===== src/rtl/cpu_host_ctrl.sv =====
// cpu_host_ctrl: host-side run controller for the A-RISC core.
// Loads IRAM/DRAM from a host stream, runs the CPU under a watchdog,
// and streams DRAM bytes back out. Owns and muxes both RAM ports.
//
// Ports:
//   clk, rst           clock, synchronous active-high reset
//   cmd_*              host command handshake (op, start addr, length)
//   s_*                input word stream (LOAD_I / LOAD_D payload)
//   m_*                output byte stream (READ_D payload)
//   busy, done, err    status; err qualifies done (watchdog expiry)
//   cpu_start          start pulse to the CPU
//   cpu_idle           CPU idle flag
//   cpu_iram_addr      CPU instruction fetch address
//   cpu_dram_*         CPU data RAM request (addr, wdata, write)
//   iram_*             instruction RAM port (addr, wdata, write)
//   dram_*             data RAM port (addr, wdata, write, rdata)
module cpu_host_ctrl #(
    parameter int W          = 8,
    parameter int MAX_CYCLES = 4096
) (
    input  logic          clk,
    input  logic          rst,
    input  logic          cmd_valid,
    output logic          cmd_ready,
    input  logic [1:0]    cmd_op,
    input  logic [W-1:0]  cmd_addr,
    input  logic [W-1:0]  cmd_len,
    input  logic          s_valid,
    output logic          s_ready,
    input  logic [15:0]   s_data,
    output logic          m_valid,
    input  logic          m_ready,
    output logic [W-1:0]  m_data,
    output logic          busy,
    output logic          done,
    output logic          err,
    output logic          cpu_start,
    input  logic          cpu_idle,
    input  logic [W-1:0]  cpu_iram_addr,
    input  logic [W-1:0]  cpu_dram_addr,
    input  logic [W-1:0]  cpu_dram_din,
    input  logic          cpu_dram_write,
    output logic [W-1:0]  iram_addr,
    output logic [15:0]   iram_din,
    output logic          iram_write,
    output logic [W-1:0]  dram_addr,
    output logic [W-1:0]  dram_din,
    output logic          dram_write,
    input  logic [W-1:0]  dram_dout
);

    localparam int WDW = $clog2(MAX_CYCLES) + 1;
    localparam logic [WDW-1:0] WD_LAST = WDW'(MAX_CYCLES - 1);

    localparam logic [1:0] OP_LOAD_I = 2'd0;
    localparam logic [1:0] OP_LOAD_D = 2'd1;
    localparam logic [1:0] OP_RUN    = 2'd2;

    typedef enum logic [2:0] {
        S_IDLE,
        S_LOAD_I,
        S_LOAD_D,
        S_RUN_START,
        S_RUN_WAIT,
        S_RD_ADDR,
        S_RD_DATA,
        S_DONE
    } state_t;

    state_t state;
    state_t state_nxt;

    logic [W-1:0]   addr_r;
    logic [W-1:0]   cnt_r;
    logic [W-1:0]   m_data_r;
    logic [WDW-1:0] wd_cnt;
    logic           seen_busy;
    logic           err_r;
    logic           rd_first;

    logic cmd_fire;
    logic step;
    logic wd_fire;
    logic cpu_owns;
    logic load_i_we;
    logic load_d_we;

    always_ff @(posedge clk) begin
        if (rst) begin
            state <= S_IDLE;
        end else begin
            state <= state_nxt;
        end
    end

    always_comb begin
        state_nxt = state;
        cmd_ready = 1'b0;
        busy      = 1'b1;
        s_ready   = 1'b0;
        m_valid   = 1'b0;
        done      = 1'b0;
        cpu_start = 1'b0;
        cpu_owns  = 1'b0;
        cmd_fire  = 1'b0;
        step      = 1'b0;
        wd_fire   = 1'b0;
        load_i_we = 1'b0;
        load_d_we = 1'b0;

        unique case (state)
            S_IDLE: begin
                busy      = 1'b0;
                cmd_ready = 1'b1;
                if (cmd_valid) begin
                    cmd_fire = 1'b1;
                    if (cmd_op == OP_RUN) begin
                        state_nxt = S_RUN_START;
                    end else if (cmd_len == '0) begin
                        state_nxt = S_DONE;
                    end else if (cmd_op == OP_LOAD_I) begin
                        state_nxt = S_LOAD_I;
                    end else if (cmd_op == OP_LOAD_D) begin
                        state_nxt = S_LOAD_D;
                    end else begin
                        state_nxt = S_RD_ADDR;
                    end
                end
            end

            S_LOAD_I: begin
                s_ready   = 1'b1;
                load_i_we = s_valid;
                step      = s_valid;
                if (s_valid && cnt_r == W'(1)) begin
                    state_nxt = S_DONE;
                end
            end

            S_LOAD_D: begin
                s_ready   = 1'b1;
                load_d_we = s_valid;
                step      = s_valid;
                if (s_valid && cnt_r == W'(1)) begin
                    state_nxt = S_DONE;
                end
            end

            S_RUN_START: begin
                cpu_owns  = 1'b1;
                cpu_start = 1'b1;
                state_nxt = S_RUN_WAIT;
            end

            S_RUN_WAIT: begin
                cpu_owns = 1'b1;
                // A clean finish wins over expiry in the same cycle.
                if (seen_busy && cpu_idle) begin
                    state_nxt = S_DONE;
                end else if (wd_cnt == WD_LAST) begin
                    wd_fire   = 1'b1;
                    state_nxt = S_DONE;
                end
            end

            S_RD_ADDR: begin
                state_nxt = S_RD_DATA;
            end

            S_RD_DATA: begin
                m_valid = 1'b1;
                if (m_ready) begin
                    step = 1'b1;
                    if (cnt_r == W'(1)) begin
                        state_nxt = S_DONE;
                    end else begin
                        state_nxt = S_RD_ADDR;
                    end
                end
            end

            S_DONE: begin
                done      = 1'b1;
                state_nxt = S_IDLE;
            end

            default: begin
                state_nxt = S_IDLE;
            end
        endcase
    end

    always_ff @(posedge clk) begin
        if (rst) begin
            addr_r    <= '0;
            cnt_r     <= '0;
            wd_cnt    <= '0;
            seen_busy <= 1'b0;
            err_r     <= 1'b0;
            m_data_r  <= '0;
            rd_first  <= 1'b0;
        end else begin
            if (cmd_fire) begin
                addr_r <= cmd_addr;
                cnt_r  <= cmd_len;
            end else if (step) begin
                addr_r <= addr_r + W'(1);
                cnt_r  <= cnt_r - W'(1);
            end

            if (state == S_RUN_START) begin
                wd_cnt    <= '0;
                seen_busy <= 1'b0;
            end else if (state == S_RUN_WAIT) begin
                wd_cnt <= wd_cnt + WDW'(1);
                if (!cpu_idle) begin
                    seen_busy <= 1'b1;
                end
            end

            if (state != S_DONE && state_nxt == S_DONE) begin
                err_r <= wd_fire;
            end

            // RAM data is valid in the first RD_DATA cycle; it is
            // shown directly then and held from the register after.
            rd_first <= (state == S_RD_ADDR);
            if (rd_first) begin
                m_data_r <= dram_dout;
            end
        end
    end

    assign m_data     = rd_first ? dram_dout : m_data_r;
    assign err        = (state == S_DONE) & err_r;

    assign iram_addr  = cpu_owns ? cpu_iram_addr : addr_r;
    assign iram_din   = s_data;
    assign iram_write = load_i_we;

    assign dram_addr  = cpu_owns ? cpu_dram_addr : addr_r;
    assign dram_din   = cpu_owns ? cpu_dram_din : s_data[W-1:0];
    assign dram_write = cpu_owns ? cpu_dram_write : load_d_we;

endmodule

===== config.mk =====
export PLATFORM = sky130hd
export DESIGN_NAME = cpu_host_ctrl
export DESIGN_NICKNAME = d
export VERILOG_FILES = /design/src/rtl/cpu_host_ctrl.sv
export SDC_FILE = /design/constraint.sdc
export NUM_CORES = 1
export LEC_CHECK = 0
export CORE_AREA = 2 2 84 86
export CTS_CLUSTER_SIZE = 40
export DETAILED_ROUTE_END_ITERATION = 10
export DIE_AREA = 0 0 86 88
export GPL_TIMING_DRIVEN = 0
export PLACE_DENSITY = 0.79
export SYNTH_ARGS = -nofsm -noshare
export SYNTH_HDL_FRONTEND = slang
export SYNTH_SLANG_ARGS = --single-unit

===== constraint.sdc =====
create_clock -name clk -period 2.28 [get_ports clk]
set_input_delay 0.228 -clock clk [delete_from_list [all_inputs] [get_ports clk]]
set_output_delay 0.228 -clock clk [all_outputs]
set_load 0.005 [all_outputs]

Word level (Yosys, flattened, before mapping)
Index checks and enable logic that the tools add are counted.
{"block": "totals", "regBits": 43, "latchBits": 0, "ram_bits": 0, "rom_bits": 0, "inputBits": 73, "elab_cells": 73, "n_memories": 0}
{"block": "classes", "addsub": 3, "mul": 0, "div_mod_pow": 0, "n_lt_le_gt_ge": 0, "n_eq_ne": 13, "shift": 0, "n_mux": 36, "n_bitwise": 2, "reduce_logical": 11}
{"cell": "8-bit 2-to-1 mux", "n": 8}
{"cell": "3-bit 2-to-1 mux", "n": 9}
{"cell": "3-bit case mux with 7 select lines", "n": 1}
{"cell": "1-bit 2-to-1 mux", "n": 16}
{"cell": "3-bit == test, second input constant", "n": 5}
{"cell": "13-bit by 1-bit adder with 13-bit output, second input constant", "n": 1}
{"cell": "13-bit by 12-bit == test with 1-bit output, second input constant", "n": 1}
{"cell": "8-bit by 1-bit adder with 8-bit output, second input constant", "n": 1}
{"cell": "8-bit by 1-bit == test with 1-bit output, second input constant", "n": 1}
{"cell": "8-bit logical NOT", "n": 1}
{"cell": "8-bit by 1-bit subtractor with 8-bit output, second input constant", "n": 1}
{"cell": "3-bit by 2-bit == test with 1-bit output, second input constant", "n": 2}
{"cell": "2-bit OR reduction", "n": 3}
{"cell": "3-bit by 1-bit == test with 1-bit output, second input constant", "n": 1}
{"cell": "1-bit logical AND", "n": 3}
{"cell": "3-bit logical NOT", "n": 1}
{"cell": "3-bit != test, second input constant", "n": 1}
{"cell": "2-bit by 1-bit == test with 1-bit output, second input constant", "n": 1}
{"cell": "2-bit == test, second input constant", "n": 1}
{"cell": "2-bit logical NOT", "n": 1}
{"cell": "2-bit 2-to-1 mux", "n": 1}
{"cell": "1-bit case mux with 2 select lines", "n": 1}
{"cell": "2-bit AND reduction", "n": 1}
{"cell": "2-bit nonzero test", "n": 1}
{"cell": "2 further kinds", "n": 2}

Depth between registers and ports, before layout
Gate-level depths: netlist of run 1.
{"block": "depth", "ltp_word": 9, "depth_mapped": 8}

Least setup slack after synthesis of run 1
No wires, ideal clock.
{"block": "synth_path", "path_kind": "register to register", "from": "register cnt_r[0]", "to": "register err_r", "t_arrival_ps": 1776, "t_required_ps": 2158, "slack_ps": 382, "path_stages_with_launch": 7, "path_buffers": 0, "synth_period_minus_slack_ps": 1898, "path_cell_list": "dfxtp_1 > ha_1 > or3b_2 > a311oi_2 > o21ai_1 > o2bb2ai_1 > o32a_1"}
{"block": "synth_between", "elab_chain_len": 6, "elab_cells_between_ends": 8, "cone_classes": "eq/ne (2); mux (4); reduce/logical (2)"}
{"item": "from (decl)", "line": "74", "text": "logic [W-1:0] cnt_r;"}
{"item": "from (signal assigned)", "line": "205", "text": "cnt_r <= cmd_len;"}
{"item": "from (signal assigned)", "line": "208", "text": "cnt_r <= cnt_r - W'(1);"}
{"item": "8-bit by 1-bit == test with 1-bit output *", "line": "135, 144, 174"}
{"item": "2-bit 2-to-1 mux / 1-bit logical AND (equally long branches)", "line": "174, 135, 144"}
{"item": "3-bit 2-to-1 mux (on tied branches)", "line": "172, 135, 144"}
{"item": "3-bit case mux with 7 select lines *", "line": "111", "text": "unique case (state)"}
{"item": "3-bit == test *", "line": "221", "text": "if (state != S_DONE && state_nxt == S_DONE) begin"}
{"item": "1-bit logical AND *", "line": "221"}
{"item": "to (signal assigned)", "line": "222", "text": "err_r <= wd_fire;"}
{"item": "to (decl)", "line": "78", "text": "logic err_r;"}
Every way passes the cells marked *; elsewhere a longest branch is shown, timed or not.
A chain may end at the register's enable or synchronous reset.

Final worst setup path of run 1
{"block": "layout_path", "from": "register state[1]", "to": "output port dram_din[4]"}
{"block": "layout_between", "elab_chain_len": 4, "elab_cells_between_ends": 5, "cone_classes": "eq/ne (2); mux (2); reduce/logical (1)"}
{"item": "from (decl)", "line": "70", "text": "state_t state;"}
{"item": "from (signal assigned)", "line": "92", "text": "state <= state_nxt;"}
{"item": "3-bit by 2-bit == test with 1-bit output / 3-bit == test (equally long branches)", "line": "111"}
{"item": "2-bit OR reduction (no source line) *"}
{"item": "1-bit 2-to-1 mux *", "line": "111"}
{"item": "8-bit 2-to-1 mux *", "line": "242", "text": "assign dram_din = cpu_owns ? cpu_dram_din : s_data[W-1:0];"}
{"item": "to (decl)", "line": "47", "text": "output logic [W-1:0] dram_din,"}
Marked as above.

==> run metrics, run 1 <==
Distinct cells, synth 58; Antenna Cells 0; number of DRC violations after detailed routing 0; number of enable-type register cells in the synthesized netlist 0; skew final 0.00782 ns; average cell area after synthesis 7.49 µm²; slew of the pin with the lowest slew margin 0.607 ns; worst voltage drop across the vdd grid 0.575 mV; synthesis-to-layout area growth 61.5%; 1st-pass router iterations 4; number of cells traversed by the worst hold path 2; first-pass GRT wire length 12.7 mm; vias after detailed routing 3,013; worst-path fanout max 7; number of buffers inserted during clock tree synthesis 5; total global-route track usage 21.0%; run status completed; final net count 575; minimum clock period 2.25 ns; overall die area 7570 µm²; maxcap violations 0; critical register-to-register path startpoint cnt_r[0]; Clk Tree Root Cell sky130_fd_sc_hd__clkbuf_8; number of pins with negative max-slew slack in the final report 0; vertical die dimension 88 µm; area of the mapped netlist 2640 µm²; Post-Synthesis Cells 353; hold buffer count at CTS 0; number of antenna violations at the first check in global routing 0; critical path launch point type register; worst min-delay path class register to register; flip-flop and latch count after synthesis 43; num ports 130; clock buffer depth 2; clock transition at the register clock pins on the worst setup and hold paths after CTS 0.08 ns; Die X-Extent 86 µm; final core occ 64.2%; Port Buf Inserts 121; sort of element at the end of the critical path primary output; core outline area 6640 µm²; via count of the first global-routing pass 2,768; fraction of the cycle the final worst path needs 98.5%; final weighted congestion in routability-driven placement 0.823; worst slew margin relative to its limit 59.5%; Starting DRT DRC Count 119; hold_sp wd_cnt[11]; dominant register cell in the synthesized netlist sky130_fd_sc_hd__dfxtp_1; largest net degree at the start of global routing 13; H-tree depth reported by CTS 2; asr flop ratio synth 0%; total chip power 4.29 mW; critical setup path kind register to primary output; HPWL Detailed 6.47 mm; warning count from the yosys run 0; destination of the worst register-to-register timing path err_r; post-detailed-route via-to-cell ratio 5.20; Final setup viols 0; Static Leak 1.85 nW; wire length after detailed routing 8.59 mm; sequential share of the synthesized area 32.6%; CTS tree yes; # rows 30; arrival time reported for the critical path endpoint 2.02 ns; initial cell density of the core 39.8%; clock network latency to the later pin of the worst-skew pair 0.30 ns; Pwr Density 1000 nW/µm²; Synth Net Count 430; Routed WL per cell 14.8 µm; post-route non-filler standard cell count 579; overflow left after global routing 0; clock net sink count 43; Data required, critical path 2.05 ns; placed cells 554; Fin. Hold Viols 0; r2r setup slk 0.23 ns; fraction of final layout cells sized beyond drive strength 1 15.0%; fill cell total of the finished layout 553; end point of the most critical hold path wd_cnt[11]; FF-to-FF path depth 6; Antenna Nets Post-Route 0; Highest Clock Rate 0.445 GHz
-- synth_stat cells (5+ instances only) --
library cell / number / share of area, %
sky130_fd_sc_hd__nor4_1: 5 / 1.2
sky130_fd_sc_hd__xnor2_1: 7 / 2.3
sky130_fd_sc_hd__nor2_1: 39 / 5.5
sky130_fd_sc_hd__xor2_1: 5 / 1.7
sky130_fd_sc_hd__nor3_1: 5 / 0.95
sky130_fd_sc_hd__buf_2: 7 / 1.3
sky130_fd_sc_hd__buf_4: 17 / 4.8
sky130_fd_sc_hd__o21ai_0: 6 / 1.1
sky130_fd_sc_hd__nand3_1: 9 / 1.7
sky130_fd_sc_hd__mux2_2: 9 / 3.8
sky130_fd_sc_hd__nand2_1: 85 / 12
sky130_fd_sc_hd__inv_1: 10 / 1.4
sky130_fd_sc_hd__nand4_1: 7 / 1.7
sky130_fd_sc_hd__clkbuf_1: 8 / 1.1
sky130_fd_sc_hd__a21oi_1: 15 / 2.8
sky130_fd_sc_hd__nor2b_1: 9 / 2.1
sky130_fd_sc_hd__dfxtp_1: 43 / 33
-- worst max-delay path by stage --
stage                        start           end  slack (ns)  cells after the start
after detailed placement  state[0]   dram_din[6]       -0.23                      8
final                     state[1]   dram_din[4]        0.03                      9
after floorplan           cnt_r[0]         err_r        0.38                      6
after global placement    state[0]  iram_addr[5]       -0.25                      9
after CTS                 state[0]   dram_din[0]        0.01                      7
after global routing      state[1]   dram_din[4]       -0.04                      9
-- state kept, by name (all words and copies together), names as in the netlist --
signal and flops:
m_data_r 8, cnt_r 8, rd_first 1, addr_r 8
err_r 1, seen_busy 1, wd_cnt 13, state 3
-- placed cells by master, fill, tap and decap left out, types with 5 or more instances in the layout --
master | netlist | routed
sky130_fd_sc_hd__dlymetal6s2s_1 | 0 | 6
sky130_fd_sc_hd__mux2_2 | 9 | 9
sky130_fd_sc_hd__clkbuf_8 | 0 | 11
sky130_fd_sc_hd__xor2_1 | 5 | 5
sky130_fd_sc_hd__xnor2_1 | 7 | 7
sky130_fd_sc_hd__nor2b_1 | 9 | 9
sky130_fd_sc_hd__nand3_1 | 9 | 8
sky130_fd_sc_hd__dfxtp_1 | 43 | 43
sky130_fd_sc_hd__nor4_1 | 5 | 5
sky130_fd_sc_hd__o21ai_0 | 6 | 6
sky130_fd_sc_hd__nor3_1 | 5 | 5
sky130_fd_sc_hd__nor2_1 | 39 | 38
sky130_fd_sc_hd__clkbuf_1 | 8 | 6
sky130_fd_sc_hd__dlygate4sd2_1 | 0 | 16
sky130_fd_sc_hd__nand2_1 | 85 | 84
sky130_fd_sc_hd__inv_1 | 10 | 9
sky130_fd_sc_hd__nand4_1 | 7 | 7
sky130_fd_sc_hd__buf_4 | 17 | 32
sky130_fd_sc_hd__a21oi_1 | 15 | 15
sky130_fd_sc_hd__clkdlybuf4s50_1 | 0 | 98
-- worst max-delay path, stage by stage (launching register included) --
cell and delay [ns]:
sky130_fd_sc_hd__dfxtp_1 0.30, sky130_fd_sc_hd__buf_2 0.15, sky130_fd_sc_hd__or3b_4 0.43, sky130_fd_sc_hd__nand2_4 0.11, sky130_fd_sc_hd__buf_4 0.12, sky130_fd_sc_hd__buf_4 0.10, sky130_fd_sc_hd__clkbuf_8 0.13, sky130_fd_sc_hd__nand2_1 0.05
sky130_fd_sc_hd__nand2_1 0.07, sky130_fd_sc_hd__dlygate4sd2_1 0.26
-- what timing repair did --
action                                  4_1_cts  5_1_grt
pin swaps                                     4        3
buffers inserted                             10        7
resized for setup                            38        8
gates cloned                                  1        0
endpoints found under the setup margin       26       10
-- layout make-up --
| class | instances | area (µm²) | share of cell area, % |
|---|---|---|---|
| Inverter | 10 | 37.5 | 0.880 |
| Tap cell | 80 | 100 | 2.35 |
| Buffer | 33 | 241 | 5.66 |
| Multi-Input combinational cell | 267 | 1580 | 36.9 |
| Sequential cell | 43 | 861 | 20.2 |
| Clock buffer | 8 | 100 | 2.35 |
| Timing Repair Buffer | 138 | 1350 | 31.7 |
-- cell families after synthesis --
group | Yosys count | share of synthesized area, %
AOI/OAI and AO/OA | 54 | 14.5
buffers and inverters | 43 | 8.85
adders and majority gates | 4 | 1.89
muxes | 10 | 4.21
DFF | 43 | 32.6
and+or+nand+nor | 187 | 33.9
xor gates and xnor gates | 12 | 3.98
-- per-layer routing --
metal | vias up | track usage, % | wire length [µm]
met5 | - | 0 | 0
met4 | 0 | 7.79 | 186
met3 | 16 | 4.62 | 631
met2 | 123 | 38.5 | 4250
met1 | 1374 | 23.7 | 3520
li1 | 1500 | - | -
-- power breakdown --
| group | internal [mW] | leakage [nW] | switching [mW] |
|---|---|---|---|
| Sequential | 0.910 | 0.350 | 0.174 |
| Combinational | 1.41 | 1.45 | 1.26 |
| Clock | 0.277 | 0.0515 | 0.258 |
-- stage by stage --
stage | setup TNS, ns | hold WS [ns] | setup slack (ns) | instance area (µm²)
after global placement | -4.37 | 0.467 | -0.252 | 3950
after global routing | -0.0768 | 0.535 | -0.0357 | 4270
after floorplan | 0 | 0.364 | 0.382 | 2640
after detailed placement | -4.54 | 0.487 | -0.233 | 3950
final | 0 | 0.499 | 0.0339 | 4270
after CTS | 0 | 0.502 | 0.0140 | 4190
No activity file was read; power rests on OpenSTA's default activity.
==> run 2: changes to the inputs <==
- CTS_BUF_LIST: not set -> sky130_fd_sc_hd__clkbuf_16
==> run 2 against run 1 <==
The flow now finishes with violations (negative setup slack); critical path depth down 2; combinational power about the same; sequential share of layout area down 0.059 points; final cell count down 1.2%; global-route usage up 0.24 points; setup slack worse by 0.058 ns; sequential cell count unchanged; non-clock buffer count down 7; wire length about the same; highest routed layer unchanged.
==> run metrics, run 2 (synthesized netlist as in run 1, its figures left out) <==
number of buffers inserted during clock tree synthesis 5; vias after detailed routing 2,993; arrival time reported for the critical path endpoint 2.08 ns; 1st-pass router iterations 6; hold_sp wd_cnt[11]; final design area excluding fillers 4280 µm²; Switching Power 1.70 mW; fraction of final layout cells sized beyond drive strength 1 13.4%; num ports 130; CTS tree yes; first-pass GRT wire length 12.7 mm; Antenna Nets Post-Route 0; number of pins with negative max-slew slack in the final report 0; fraction of the cycle the final worst path needs 101%; Min Hold Slack 0.499 ns; # rows 30; Port Buf Inserts 121; clock net sink count 43; Pwr Density 1040 nW/µm²; hold buffer count at CTS 0; worst min-delay path class register to register; RSZ-0062 raised after global routing yes; max FFs per register 13; skew final 0.00205 ns; critical path launch point type register; Die X-Extent 86 µm; destination of the worst register-to-register timing path err_r; combinational fraction of design power 60.5%; HPWL Detailed 6.47 mm; Final setup viols 1; initial cell density of the core 39.8%; Starting DRT DRC Count 150; clock buffer depth 2; failing checks negative setup slack; Reg power frac 24.3%; placed standard-cell area 3950 µm²; buffers and inverters on the worst path 3; core outline area 6640 µm²; largest net degree at the start of global routing 13; Net Sw Frac 38.2%; Routed WL per cell 15.0 µm; sort of element at the end of the critical path primary output; Clk network pwr share 15.1%; final weighted congestion in routability-driven placement 0.823; top cell family by delay on the critical path buffers and inverters; CP max stage delay 0.52 ns; worst slew margin relative to its limit 59.8%; Data required, critical path 2.05 ns; wire length after detailed routing 8.59 mm; via count of the first global-routing pass 2,738; clock network latency to the later pin of the worst-skew pair 0.28 ns; overall die area 7570 µm²; end point of the most critical hold path wd_cnt[11]; fin worst setup slack -0.0236 ns; internal portion of total power 2.75 mW; critical setup path kind register to primary output; vertical die dimension 88 µm; Static Leak 1.85 nW; Fin. Hold Viols 0; cell breakdown of the critical path buf_2, or3b_4, nand2_4, buf_8, nand2_1, nand2_1, clkdlybuf4s50_1; worst-path fanout max 7; leading cell types in the layout, fill and taps excluded sky130_fd_sc_hd__clkdlybuf4s50_1 (111), sky130_fd_sc_hd__nand2_1 (84), sky130_fd_sc_hd__dfxtp_1 (43), sky130_fd_sc_hd__nor2_1 (38), sky130_fd_sc_hd__buf_4 (25); run status finished with violations; crit path max-delay cell type sky130_fd_sc_hd__clkdlybuf4s50_1; clock transition at the register clock pins on the worst setup and hold paths after CTS 0.06 ns; number of antenna violations at the first check in global routing 0; slew of the pin with the lowest slew margin 0.602 ns; Highest Clock Rate 0.434 GHz; worst voltage drop across the vdd grid 0.617 mV; final net count 568; Antenna Cells 0; r2r setup slk 0.17 ns; FF-to-FF path depth 6; number of cells traversed by the worst hold path 2; Clk Tree Root Cell sky130_fd_sc_hd__clkbuf_16; overflow left after global routing 0; most common cell after layout, fill and taps aside sky130_fd_sc_hd__clkdlybuf4s50_1; register with the most flip-flops wd_cnt; synthesis-to-layout area growth 62.0%; critical register-to-register path startpoint cnt_r[0]; maxcap violations 0; total global-route track usage 21.2%; number of DRC violations after detailed routing 0; minimum clock period 2.30 ns; CP dominant cell by count sky130_fd_sc_hd__nand2_1; H-tree depth reported by CTS 2; post-detailed-route via-to-cell ratio 5.23
## run 2: cell types whose count changed in the layout (fill, tap and decap cells not counted), sizes merged
cell,change
clkdlybuf4s50,+13
clkinv,+2
clkdlybuf4s15,-1
dlygate4sd2,-15
dlymetal6s2s,+3
clkbuf,-6
buf,-4
inv,+1
## run 2: power groups by stage
| stage | combinational [mW] | clock, mW | sequential, mW |
|---|---|---|---|
| 2_1_floorplan | 1.34 | 0 | 1.05 |
| 3_3_place_gp | 2.34 | 0 | 1.08 |
| 3_5_place_dp | 2.39 | 0 | 1.09 |
| 4_1_cts | 2.57 | 0.684 | 1.08 |
| 5_1_grt | 2.93 | 0.714 | 1.11 |
| 6_report | 2.69 | 0.673 | 1.08 |
## run 2: timing repair
item,4_1_cts,5_1_grt
setup endpoints to repair,25,23
pin swaps,4,1
resized for setup,18,18
buffers inserted,6,2
gates cloned,0,2
## run 2: stage by stage
stage	setup WS, ns	power (mW)	instances	setup TNS (ns)	utilization [%]
floorplan	0.382	2.39	353	0	-
global placement	-0.252	3.42	554	-4.37	59.5
detailed placement	-0.233	3.48	554	-4.54	59.5
CTS	0.000631	4.33	568	0	63.0
global route	-0.0732	4.75	572	-0.523	64.4
finish	-0.0236	4.45	572	-0.0236	64.4
## run 2: how the worst max path moves through the flow
stage | cells past startpoint | slack (ns) | startpoint | end
floorplan | 6 | 0.38 | cnt_r[0] | err_r
global placement | 9 | -0.25 | state[0] | iram_addr[5]
detailed placement | 8 | -0.23 | state[0] | dram_din[6]
CTS | 7 | 0.0006 | state[0] | dram_din[1]
global route | 7 | -0.07 | state[0] | dram_addr[6]
finish | 7 | -0.02 | state[1] | dram_addr[6]
## run 2: cell type report
cell class                      instances  area, µm²
Clock buffer                            5        125
Clock inverter                          3       11.3
Inverter                               10       37.5
Fill cell                             556       2360
Tap cell                               80        100
Buffer                                 33        241
Multi-Input combinational cell        267       1580
Timing Repair Buffer                  131       1330
Sequential cell                        43        861
## run 2: worst min-delay path, stage by stage (launching register included)
cell,delay (ns)
sky130_fd_sc_hd__dfxtp_1,0.32
sky130_fd_sc_hd__o21ai_0,0.08
sky130_fd_sc_hd__a21oi_1,0.06
## run 2: per-layer routing
metal / part of all wire (%) / routed length [µm] / track usage (%)
met1: 39 / 3380 / 23.7
met2: 50 / 4290 / 39.0
met3: 8.4 / 724 / 5.28
met4: 2.2 / 189 / 7.79
met5: 0 / 0 / 0
==> run 3: changes to the inputs <==
- MAX_ROUTING_LAYER: not set -> met4
==> run 3 against run 2 <==
The flow still finishes with violations (negative setup slack); sequential power about the same; non-clock buffer count stayed put; count of clock-buffer cells in the layout did not move; register-to-register slack hardly changed; global-route usage is 0.64 points higher; sequential share of layout area is the same; worst hold slack worse by 0.0017 ns; via count rose by 0.60%; design area unchanged; power is essentially flat.
==> run metrics, run 3 (synthesized netlist as in run 1, its figures left out) <==
largest net degree at the start of global routing 13; leading cell types in the layout, fill and taps excluded sky130_fd_sc_hd__clkdlybuf4s50_1 (111), sky130_fd_sc_hd__nand2_1 (84), sky130_fd_sc_hd__dfxtp_1 (43), sky130_fd_sc_hd__nor2_1 (38), sky130_fd_sc_hd__buf_4 (25); vertical die dimension 88 µm; critical path launch point type register; Data required, critical path 2.05 ns; total global-route track usage 21.9%; fill cell total of the finished layout 556; Port Buf Inserts 121; arrival time reported for the critical path endpoint 2.08 ns; combinational fraction of design power 60.5%; # rows 30; Net Sw Frac 38.3%; skew final 0.00394 ns; clock transition at the register clock pins on the worst setup and hold paths after CTS 0.06 ns; post-placement setup slack -0.233 ns; sort of element at the end of the critical path primary output; H-tree depth reported by CTS 2; final core occ 64.4%; Min Hold Slack 0.497 ns; worst voltage drop across the vdd grid 0.618 mV; Antenna Cells 0; Starting DRT DRC Count 134; overall die area 7570 µm²; register with the most flip-flops wd_cnt; Fin. Hold Viols 0; CTS tree yes; synthesis-to-layout area growth 62.0%; first-pass GRT wire length 12.7 mm; minimum clock period 2.30 ns; HPWL Detailed 6.47 mm; final weighted congestion in routability-driven placement 0.835; failing checks negative setup slack; most common cell after layout, fill and taps aside sky130_fd_sc_hd__clkdlybuf4s50_1; initial cell density of the core 39.8%; wire length after detailed routing 8.63 mm; run status finished with violations; Die X-Extent 86 µm; worst min-delay path class register to register; post-detailed-route via-to-cell ratio 5.26; placed standard-cell area 3950 µm²; maxcap violations 0; clock net sink count 43; hold buffer count at CTS 0; slew of the pin with the lowest slew margin 0.599 ns; fraction of final layout cells sized beyond drive strength 1 13.4%; clock network latency to the later pin of the worst-skew pair 0.28 ns; Static Leak 1.85 nW; 1st-pass router iterations 4; via count of the first global-routing pass 2,734; number of DRC violations after detailed routing 0; num ports 130; Routed WL per cell 15.1 µm; max FFs per register 13; overflow left after global routing 0; clock buffer depth 2; fraction of the cycle the final worst path needs 101%; Final setup viols 1; Pwr Density 1040 nW/µm²; fin worst setup slack -0.0238 ns; final design area excluding fillers 4280 µm²; vias after detailed routing 3,011; Highest Clock Rate 0.434 GHz; worst-path fanout max 7; Clk Tree Root Cell sky130_fd_sc_hd__clkbuf_16; number of pins with negative max-slew slack in the final report 0; Switching Power 1.70 mW; final net count 568; Antenna Nets Post-Route 0; Clk network pwr share 15.2%; critical setup path kind register to primary output; number of antenna violations at the first check in global routing 0; RSZ-0062 raised after global routing yes; core outline area 6640 µm²; Reg power frac 24.3%; worst slew margin relative to its limit 60.0%; internal portion of total power 2.75 mW; number of buffers inserted during clock tree synthesis 5
-- run 3: timing repair --
action	4_1_cts	5_1_grt
pin swaps	4	1
endpoints found under the setup margin	25	23
gates cloned	0	2
hold endpoints to repair	0	0
resized for setup	18	18
buffers inserted	6	2
-- run 3: final timing paths --
kind,start,endpoint,slack [ns],depth (start not counted)
worst max-delay path,state[1],dram_addr[6],-0.02,7
worst min-delay path,wd_cnt[11],wd_cnt[11],0.50,2
worst max register to register,cnt_r[0],err_r,0.16,6
worst min register to register,wd_cnt[11],wd_cnt[11],0.50,2
-- run 3: layer usage --
layer | GRT usage, % | routed length [µm] | up-vias
li1 | - | - | 1489
met1 | 23.9 | 3380 | 1368
met2 | 38.9 | 4330 | 141
met3 | 5.00 | 747 | 13
met4 | 7.79 | 167 | 0
met5 | - | 0 | -
-- run 3: power by group through the flow --
stage	registers [mW]	clock network [mW]	logic (mW)
final	1.08	0.676	2.69
after global routing	1.11	0.714	2.93
after CTS	1.08	0.684	2.57
after detailed placement	1.09	0	2.39
after global placement	1.08	0	2.34
after floorplan	1.05	0	1.34
-- run 3: cell type report --
class,count,area [µm²],area share [%]
inverters,10,37.5,0.877
flip-flops and latches,43,861,20.1
plain buffers,33,241,5.64
clock inverters,3,11.3,0.263
multi-input cells,267,1580,36.8
well taps,80,100,2.34
clock buffers,5,125,2.92
repair buffers,131,1330,31.0
-- run 3: worst max-delay path, stage by stage (launching register included) --
cell and delay (ns):
sky130_fd_sc_hd__dfxtp_1 0.29, sky130_fd_sc_hd__buf_2 0.15, sky130_fd_sc_hd__or3b_4 0.43, sky130_fd_sc_hd__nand2_4 0.13
sky130_fd_sc_hd__buf_8 0.12, sky130_fd_sc_hd__nand2_1 0.06, sky130_fd_sc_hd__nand2_1 0.08, sky130_fd_sc_hd__clkdlybuf4s50_1 0.53
-- run 3: per-stage QoR --
stage	TNS (ns)	cells	total power [mW]
after detailed placement	-4.54	554	3.48
after CTS	0	568	4.33
after global routing	-0.523	572	4.75
after global placement	-4.37	554	3.42
final	-0.0238	572	4.45
after floorplan	0	353	2.39
